--- config.mk ---
export PLATFORM = sky130hd
export DESIGN_NAME = serv_rst_seq
export DESIGN_NICKNAME = d
export VERILOG_FILES = /design/src/rtl/serv_rst_pkg.sv /design/src/rtl/serv_sync_ff.sv /design/src/rtl/serv_rst_seq.sv
export SDC_FILE = /design/constraint.sdc
export NUM_CORES = 1
export LEC_CHECK = 0
export BUFFER_PORTS_ARGS = -buffer_cell sky130_fd_sc_hd__buf_2
export CORE_ASPECT_RATIO = 1.75
export CORE_UTILIZATION = 29
export CTS_CLUSTER_DIAMETER = 60
export CTS_CLUSTER_SIZE = 14
export DETAILED_ROUTE_END_ITERATION = 8
export SLEW_MARGIN = 20
export SYNTH_ARGS = -nofsm -noshare
export SYNTH_HDL_FRONTEND = slang
export SYNTH_SLANG_ARGS = --single-unit
--- constraint.sdc ---
create_clock -name i_clk -period 2 [get_ports i_clk]
set_input_delay 0.2 -clock i_clk [delete_from_list [all_inputs] [get_ports i_clk]]
set_output_delay 0.2 -clock i_clk [all_outputs]
set_load 0.03 [all_outputs]
--- src/rtl/serv_rst_pkg.sv ---
// Shared types for the SERV reset sequencer: sequencer states and the
// encodings of the recorded reset cause.
package serv_rst_pkg;

  typedef enum logic [2:0] {
    ST_RESET     = 3'd0,
    ST_WAIT_LOCK = 3'd1,
    ST_HOLD      = 3'd2,
    ST_INIT      = 3'd3,
    ST_RUN       = 3'd4
  } state_e;

  localparam logic [1:0] CAUSE_POR     = 2'b00;
  localparam logic [1:0] CAUSE_LOCK    = 2'b01;
  localparam logic [1:0] CAUSE_SW      = 2'b10;
  localparam logic [1:0] CAUSE_TIMEOUT = 2'b11;

endpackage

--- src/rtl/serv_sync_ff.sv ---
// Multi-flop synchronizer for a single asynchronous level, cleared
// asynchronously so the synchronized value reads 0 throughout reset.
module serv_sync_ff #(
  parameter int STAGES = 2
) (
  input  logic i_clk,
  input  logic i_clr,
  input  logic i_d,
  output logic o_q
);

  logic [STAGES-1:0] sync_q;
  logic [STAGES-1:0] sync_d;

  always_comb sync_d = {sync_q[STAGES-2:0], i_d};

  always_ff @(posedge i_clk or posedge i_clr) begin
    if (i_clr) sync_q <= '0;
    else       sync_q <= sync_d;
  end

  assign o_q = sync_q[STAGES-1];

endmodule

--- src/rtl/serv_rst_seq.sv ---
// Staged reset sequencer: memories released after stable PLL lock, then an
// init handshake, then the core; the cause of the last reset is kept.
module serv_rst_seq
  import serv_rst_pkg::*;
#(
  parameter int SYNC_STAGES  = 2,
  parameter int HOLD_CYCLES  = 16,
  parameter int INIT_TIMEOUT = 1024
) (
  input  logic       i_clk,
  input  logic       i_rst,
  input  logic       i_pll_locked,
  input  logic       i_sw_rst,
  input  logic       i_init_done,
  output logic       o_rst_mem,
  output logic       o_init_req,
  output logic       o_rst_core,
  output logic       o_ready,
  output logic [1:0] o_cause
);

  localparam int CNT_MAX = (HOLD_CYCLES > INIT_TIMEOUT) ? HOLD_CYCLES : INIT_TIMEOUT;
  localparam int CNT_W   = $clog2(CNT_MAX + 1);
  localparam logic [CNT_W-1:0] HOLD_LAST  = CNT_W'(HOLD_CYCLES - 1);
  localparam logic [CNT_W-1:0] INIT_LAST  = CNT_W'(INIT_TIMEOUT - 1);
  localparam logic [CNT_W-1:0] CNT_ONE    = CNT_W'(1);
  localparam bit               TIMEOUT_EN = (INIT_TIMEOUT != 0);

  logic             lock_s;
  logic             lock_lost;
  state_e           state_q, state_d;
  logic [CNT_W-1:0] cnt_q, cnt_d;
  logic [1:0]       cause_q, cause_d;
  logic             rst_mem_q, rst_mem_d;
  logic             init_req_q, init_req_d;
  logic             rst_core_q, rst_core_d;
  logic             ready_q, ready_d;

  serv_sync_ff #(.STAGES(SYNC_STAGES)) u_lock_sync (
    .i_clk (i_clk),
    .i_clr (i_rst),
    .i_d   (i_pll_locked),
    .o_q   (lock_s)
  );

  assign lock_lost = !lock_s && (state_q == ST_HOLD || state_q == ST_INIT || state_q == ST_RUN);

  always_comb begin
    state_d = state_q;
    cnt_d   = cnt_q;
    cause_d = cause_q;
    case (state_q)
      ST_RESET:     state_d = ST_WAIT_LOCK;
      ST_WAIT_LOCK: if (lock_s) state_d = ST_HOLD;
      ST_HOLD: begin
        cnt_d = cnt_q + CNT_ONE;
        if (cnt_q == HOLD_LAST) state_d = ST_INIT;
      end
      ST_INIT: begin
        cnt_d = cnt_q + CNT_ONE;
        if (TIMEOUT_EN && cnt_q == INIT_LAST) begin
          state_d = ST_WAIT_LOCK;
          cause_d = CAUSE_TIMEOUT;
        end else if (i_init_done) begin
          state_d = ST_RUN;
        end
      end
      ST_RUN: begin
        if (i_sw_rst) begin
          state_d = ST_WAIT_LOCK;
          cause_d = CAUSE_SW;
        end
      end
      default: state_d = ST_RESET;
    endcase
    // Lock loss overrides every other event in the same cycle.
    if (lock_lost) begin
      state_d = ST_WAIT_LOCK;
      cause_d = CAUSE_LOCK;
    end
    if (state_d != state_q) cnt_d = '0;

    rst_mem_d  = 1'b1;
    init_req_d = 1'b0;
    rst_core_d = 1'b1;
    ready_d    = 1'b0;
    case (state_d)
      ST_INIT: begin
        rst_mem_d  = 1'b0;
        init_req_d = 1'b1;
      end
      ST_RUN: begin
        rst_mem_d  = 1'b0;
        rst_core_d = 1'b0;
        ready_d    = 1'b1;
      end
      default: ;
    endcase
  end

  always_ff @(posedge i_clk or posedge i_rst) begin
    if (i_rst) begin
      state_q    <= ST_RESET;
      cnt_q      <= '0;
      cause_q    <= CAUSE_POR;
      rst_mem_q  <= 1'b1;
      init_req_q <= 1'b0;
      rst_core_q <= 1'b1;
      ready_q    <= 1'b0;
    end else begin
      state_q    <= state_d;
      cnt_q      <= cnt_d;
      cause_q    <= cause_d;
      rst_mem_q  <= rst_mem_d;
      init_req_q <= init_req_d;
      rst_core_q <= rst_core_d;
      ready_q    <= ready_d;
    end
  end

  assign o_rst_mem  = rst_mem_q;
  assign o_init_req = init_req_q;
  assign o_rst_core = rst_core_q;
  assign o_ready    = ready_q;
  assign o_cause    = cause_q;

endmodule

After elaboration in Yosys (flattened, before gate mapping)
Index checks and enable logic that the tools add are counted.
{"block": "op_classes", "n_addsub": 1, "eq_ne": 11, "mux": 17, "reduce_logical": 10}
{"operator": "11-bit 2-to-1 mux", "count": 2}
{"operator": "3-bit 2-to-1 mux", "count": 6}
{"operator": "3-bit one-hot mux with 5 select lines", "count": 1}
{"operator": "11-bit by 1-bit adder with 11-bit output, second input constant", "count": 1}
{"operator": "11-bit by 10-bit == test with 1-bit output, second input constant", "count": 1}
{"operator": "11-bit by 4-bit == test with 1-bit output, second input constant", "count": 1}
{"operator": "3-bit by 2-bit == test with 1-bit output, second input constant", "count": 3}
{"operator": "3-bit == test, second input constant", "count": 2}
{"operator": "2-bit 2-to-1 mux", "count": 3}
{"operator": "1-bit 2-to-1 mux", "count": 4}
{"operator": "2-bit one-hot mux with 2 select lines", "count": 1}
{"operator": "2-bit OR reduction", "count": 2}
{"operator": "3-bit by 1-bit == test with 1-bit output, second input constant", "count": 1}
{"operator": "3-bit zero test", "count": 1}
{"operator": "3-bit by 2-bit != test with 1-bit output, second input constant", "count": 1}
{"operator": "3-bit != test", "count": 1}
{"operator": "3-bit != test, second input constant", "count": 1}
{"operator": "3-bit AND reduction", "count": 1}
{"operator": "3-bit nonzero test", "count": 1}
{"operator": "1-bit logical OR", "count": 2}
{"operator": "2-bit nonzero test", "count": 1}
{"operator": "1-bit logical AND", "count": 1}
{"operator": "1-bit zero test", "count": 1}
{"block": "totals", "regBits": 22, "inputBits": 5, "out_inout_bits": 6}

Longest topological paths before layout
{"block": "logic_depth", "depth_word": 8, "mapped_depth": 8}

Cells and area by module
From an unflattened synthesis, not the netlist that was laid out.
{"block": "unflattened", "cells_unflattened": 120, "area_unflattened_um2": 1246.2}
{"module": "serv_rst_seq", "instances": 1, "cells_each": 117, "area_per_inst_um2": 1192.4}
{"module": "serv_sync_ff", "instances": 1, "cells_each": 3, "area_per_inst_um2": 53.8}

Least setup slack after synthesis
OpenSTA, ideal clock, no wires.
{"block": "synth_timing", "path_kind": "reg2reg", "startpoint": "reg cnt_q[0]", "endpoint": "reg cnt_q[0]", "setup_ns": 0.119, "t_arrival_ns": 1.362, "required_ns": 1.881, "path_slack_ns": 0.519, "stages_incl_launch_ff": 8, "path_buffers": 1, "synth_period_minus_slack_ns": 1.481, "cell_sequence": "dfrtp_1 -> ha_1 -> nand4b_1 -> nor2_1 -> a31oi_1 -> o21ai_1 -> buf_6 -> nor2_1"}
{"block": "synth_via", "elab_chain_cells": 6, "elab_cells_between_ends": 11, "classes_between": "1 x add/sub; 3 x eq/ne; 6 x mux; 1 x reduce/logical"}
{"element": "start, declared", "line_no": "serv_rst_seq.sv:32", "text": "logic [CNT_W-1:0] cnt_q, cnt_d;"}
{"element": "start signal, assigned", "line_no": "serv_rst_seq.sv:112", "text": "cnt_q <= cnt_d;"}
{"element": "11-bit by 10-bit == test with 1-bit output / 11-bit by 4-bit == test with 1-bit output (equally long branches)", "line_no": "serv_rst_seq.sv:61, serv_rst_seq.sv:57"}
{"element": "3-bit 2-to-1 mux (on tied branches)", "line_no": "serv_rst_seq.sv:61, serv_rst_seq.sv:57"}
{"element": "3-bit one-hot mux with 5 select lines", "line_no": "serv_rst_seq.sv:52", "text": "case (state_q)"}
{"element": "3-bit 2-to-1 mux", "line_no": "serv_rst_seq.sv:77", "text": "if (lock_lost) begin"}
{"element": "3-bit != test", "line_no": "serv_rst_seq.sv:81", "text": "if (state_d != state_q) cnt_d = '0;"}
{"element": "11-bit 2-to-1 mux / 2-bit nonzero test (equally long branches)"}
Parallel ways exist; a longest one is shown, timed or not. The select of a mux whose other input is x is not followed.
A chain may end at the register's enable or synchronous reset.

Worst setup path after layout
{"block": "layout_timing", "startpoint": "reg cnt_q[0]", "endpoint": "reg cnt_q[10]"}
The elaborated chain is that of the path after synthesis.

==> impl_metrics.env <==
export IMPL_r2r_slack_ps=270
export IMPL_dpl_instance_area_sq_um=1190
export IMPL_num_vias=844
export IMPL_p_sw_mw=0.473
export IMPL_max_slew_margin_pct=45.2
export IMPL_fin_tns_setup_ps=0
export IMPL_grt_pass1_vias=875
export IMPL_drive_gt1_share_pct=16.1
export IMPL_tritoncts="done"
export IMPL_die_y_microns=83.9
export IMPL_crit_fanout=11
export IMPL_cellLeakagePower_nw=0.523
export IMPL_whs_path_depth=1
export IMPL_synth_yosys_seq_area_share_pct=49.7
export IMPL_critPathCaptureType="register"
export IMPL_cts_resized=0
export IMPL_clkTransAtPathRegs_ps=80
export IMPL_reg2reg_to="cnt_q[10]$_DFFE_PP0P_"
export IMPL_path_class="reg -> reg"
export IMPL_holdCritStartpoint="i_pll_locked"
export IMPL_numClockSinks=22
export IMPL_drt_initial_drc_count=23
export IMPL_combPwrFrac_pct=32.2
export IMPL_overflow=0
export IMPL_synth_fp_nets=119
export IMPL_critPathArrivalTime_ps=1880
export IMPL_yosys_area_top_type="dfrtp_1"
export IMPL_status="finished, final reports clean"
export IMPL_placementRows=29
export IMPL_design_area_sq_um=1230
export IMPL_hold_path_class="in -> reg"
export IMPL_fin_util_pct=34.0
export IMPL_fin_nets=131
export IMPL_post_drt_wl_per_cell_microns=12.8
export IMPL_port_buffers=10
export IMPL_drc=0
export IMPL_cts_hold_fix_buffers=0
export IMPL_io_pins=11
export IMPL_ir_drop_v=0.000501
export IMPL_synth_area_top_cells="dfrtp_1 (45%), nor2_1 (6.4%), xnor2_1 (5.5%), dfstp_2 (4.7%), nand3_1 (4.0%)"
export IMPL_period_minus_slack_ps=1730
export IMPL_seq_power_share_pct=46.1
export IMPL_reg2reg_from="cnt_q[0]$_DFFE_PP0P_"
export IMPL_cts_path_max_buffers=2
export IMPL_fillCellCount=383
export IMPL_crit_required_ps=2150
export IMPL_fin_crit_sh_pct=86.4
export IMPL_initial_utilization_pct=30.7
export IMPL_drt_pass1_iterations=4
export IMPL_swShare_pct=36.8
export IMPL_grt_first_pass_wirelength_mm=3.87
export IMPL_syn_avg_cell_area_sq_um=9.84
export IMPL_finalHoldViolCount=0
export IMPL_groute_layer_met3_usage_pct=2.37
export IMPL_worstRegToRegCells=7
export IMPL_antenna_found_initial=0
export IMPL_internal_power_mw=0.813
export IMPL_cts_buffers=3
export IMPL_post_place_cells=166
export IMPL_ctsRootBufferMaster="clkbuf_8"
export IMPL_fmax_ghz=0.579
export IMPL_vias_per_cell=4.96
export IMPL_htreeDepth=1
export IMPL_cp_start_kind="register"
export IMPL_die_area_sq_um=4100
export IMPL_syn_area_sq_um=1110
export IMPL_dpl_hpwl_mm=1.67
export IMPL_routed_wl_mm=2.18
export IMPL_postCtsSetupBuffers=0
export IMPL_grt_max_degree=23
export IMPL_diodes=0
export IMPL_netlist_area_leader_share_pct=45.0
export IMPL_groute_usage_overall_pct=12.5
export IMPL_synth_seq_cells=22
export IMPL_synthesis_instances=113
export IMPL_finalSetupViolations=0
export IMPL_p_per_area_nw_per_um2=1040
export IMPL_clk_latency_ps=260
export IMPL_die_w_microns=48.8
export IMPL_report_final_slew_viol_count=0
export IMPL_drv_cap=0
export IMPL_top_usage_layer="met2"
export IMPL_p_clk_share_pct=21.7
export IMPL_grtUsageMet1_pct=11.7
export IMPL_design_core_area_sq_um=3630
export IMPL_skew_ps=7.46
export IMPL_worstMarginPinSlew_ps=822
export IMPL_antenna_left=0
export IMPL_grt_setup_unrepaired="no"
export IMPL_gp_congestion=0.842
export IMPL_ys_warn_count=0
export IMPL_met2_usage_pct=23.0
export IMPL_synth_distinct_cells=34
export IMPL_whs_endpoint="u_lock_sync.sync_q[0]$_DFF_PP0_"
export IMPL_fin_cells=170
export IMPL_area_growth_pct=11.0
==> power groups by stage <==
stage          clock network [mW]  registers (mW)  logic, mW
6_report                    0.279           0.594      0.414
2_1_floorplan                   0           0.635      0.311
3_3_place_gp                    0           0.598      0.413
3_5_place_dp                    0           0.603      0.419
5_1_grt                     0.310           0.608      0.460
4_1_cts                     0.286           0.594      0.421
==> critical path: stages, from the launching register on <==
cell,delay [ps]
dfrtp_1,400
ha_1,260
nand4b_1,200
nor2_1,180
a31oi_1,140
o21ai_1,170
buf_4,200
nor2_1,60
==> cells in the final DEF, fill, tap and decap left out, types with 2 or more instances in the layout <==
| master | n |
|---|---|
| a21oi_1 | 2 |
| a31oi_1 | 2 |
| buf_2 | 10 |
| buf_4 | 2 |
| clkbuf_8 | 3 |
| dfrtp_1 | 20 |
| dfstp_2 | 2 |
| inv_1 | 6 |
| nand2_1 | 10 |
| nand3_1 | 9 |
| nor2_1 | 19 |
| nor2b_1 | 2 |
| nor3_1 | 4 |
| o21ai_0 | 2 |
| xnor2_1 | 7 |
| xor2_1 | 4 |
==> layer usage <==
metal	up-vias	share of wire (%)	wire length [microns]
met4	0	5.1	111
li1	404	-	-
met3	9	3.4	75
met1	410	39	844
met2	21	53	1150
met5	-	0	0
==> cell usage after synthesis <==
cell	count
a21boi_1	1
a21oi_1	2
a22oi_1	1
a31oi_1	2
a32oi_1	1
and2b_1	1
buf_4	3
buf_6	2
dfrtp_1	20
dfstp_2	2
ha_1	1
inv_1	6
nand2_1	10
nand2b_1	1
nand3_1	9
nand3b_1	1
nand4_1	1
nand4_4	1
nand4b_1	1
nor2_1	19
nor2b_1	2
nor3_1	4
nor4_1	1
nor4_4	1
nor4b_1	1
o21ai_0	2
o21ai_1	1
o21bai_1	1
o221ai_1	1
o22a_2	1
o32ai_1	1
or2_1	1
xnor2_1	7
xor2_1	4
==> registers in the layout, indices dropped and copies added (netlist names) <==
name / cells
cnt_q: 11
state_q: 3
o_cause: 2
u_lock_sync.sync_q: 2
o_init_req: 1
o_ready: 1
o_rst_core: 1
o_rst_mem: 1
==> metrics by stage <==
step                      power, mW  hold slack (ps)  setup slack, ps
after floorplan               0.946              188              519
final                          1.29             40.2              273
after global routing           1.38             28.5              117
after global placement         1.01              309              373
after detailed placement       1.02              309              298
after CTS                      1.30             37.9              278
==> kinds of logic after synthesis <==
kind of cell,Yosys count,synth area share [%]
flops,22,49.7
xor+xnor,11,8.66
fa+ha+maj,1,1.12
simple gates,54,25.8
buf+inv,11,6.07
compound gates,14,8.66
==> cell type report <==
class / instances / area, sq um / area share (%)
Sequential cell: 22 / 553 / 44.8
Multi-Input combinational cell: 80 / 492 / 39.8
Timing Repair Buffer: 12 / 65.1 / 5.27
Tap cell: 46 / 57.6 / 4.66
Clock buffer: 4 / 45.0 / 3.65
Inverter: 6 / 22.5 / 1.82
==> worst max path at each step <==
stage / startpoint / endpoint / slack [ps] / depth (start not counted)
after floorplan: cnt_q[0]$_DFFE_PP0P_ / cnt_q[0]$_DFFE_PP0P_ / 520 / 7
after global placement: cnt_q[0]$_DFFE_PP0P_ / cnt_q[10]$_DFFE_PP0P_ / 370 / 7
after detailed placement: cnt_q[0]$_DFFE_PP0P_ / cnt_q[2]$_DFFE_PP0P_ / 300 / 7
after CTS: cnt_q[0]$_DFFE_PP0P_ / cnt_q[10]$_DFFE_PP0P_ / 280 / 7
after global routing: cnt_q[0]$_DFFE_PP0P_ / cnt_q[7]$_DFFE_PP0P_ / 120 / 7
final: cnt_q[0]$_DFFE_PP0P_ / cnt_q[10]$_DFFE_PP0P_ / 270 / 7
No activity file was read; power rests on OpenSTA's default activity.
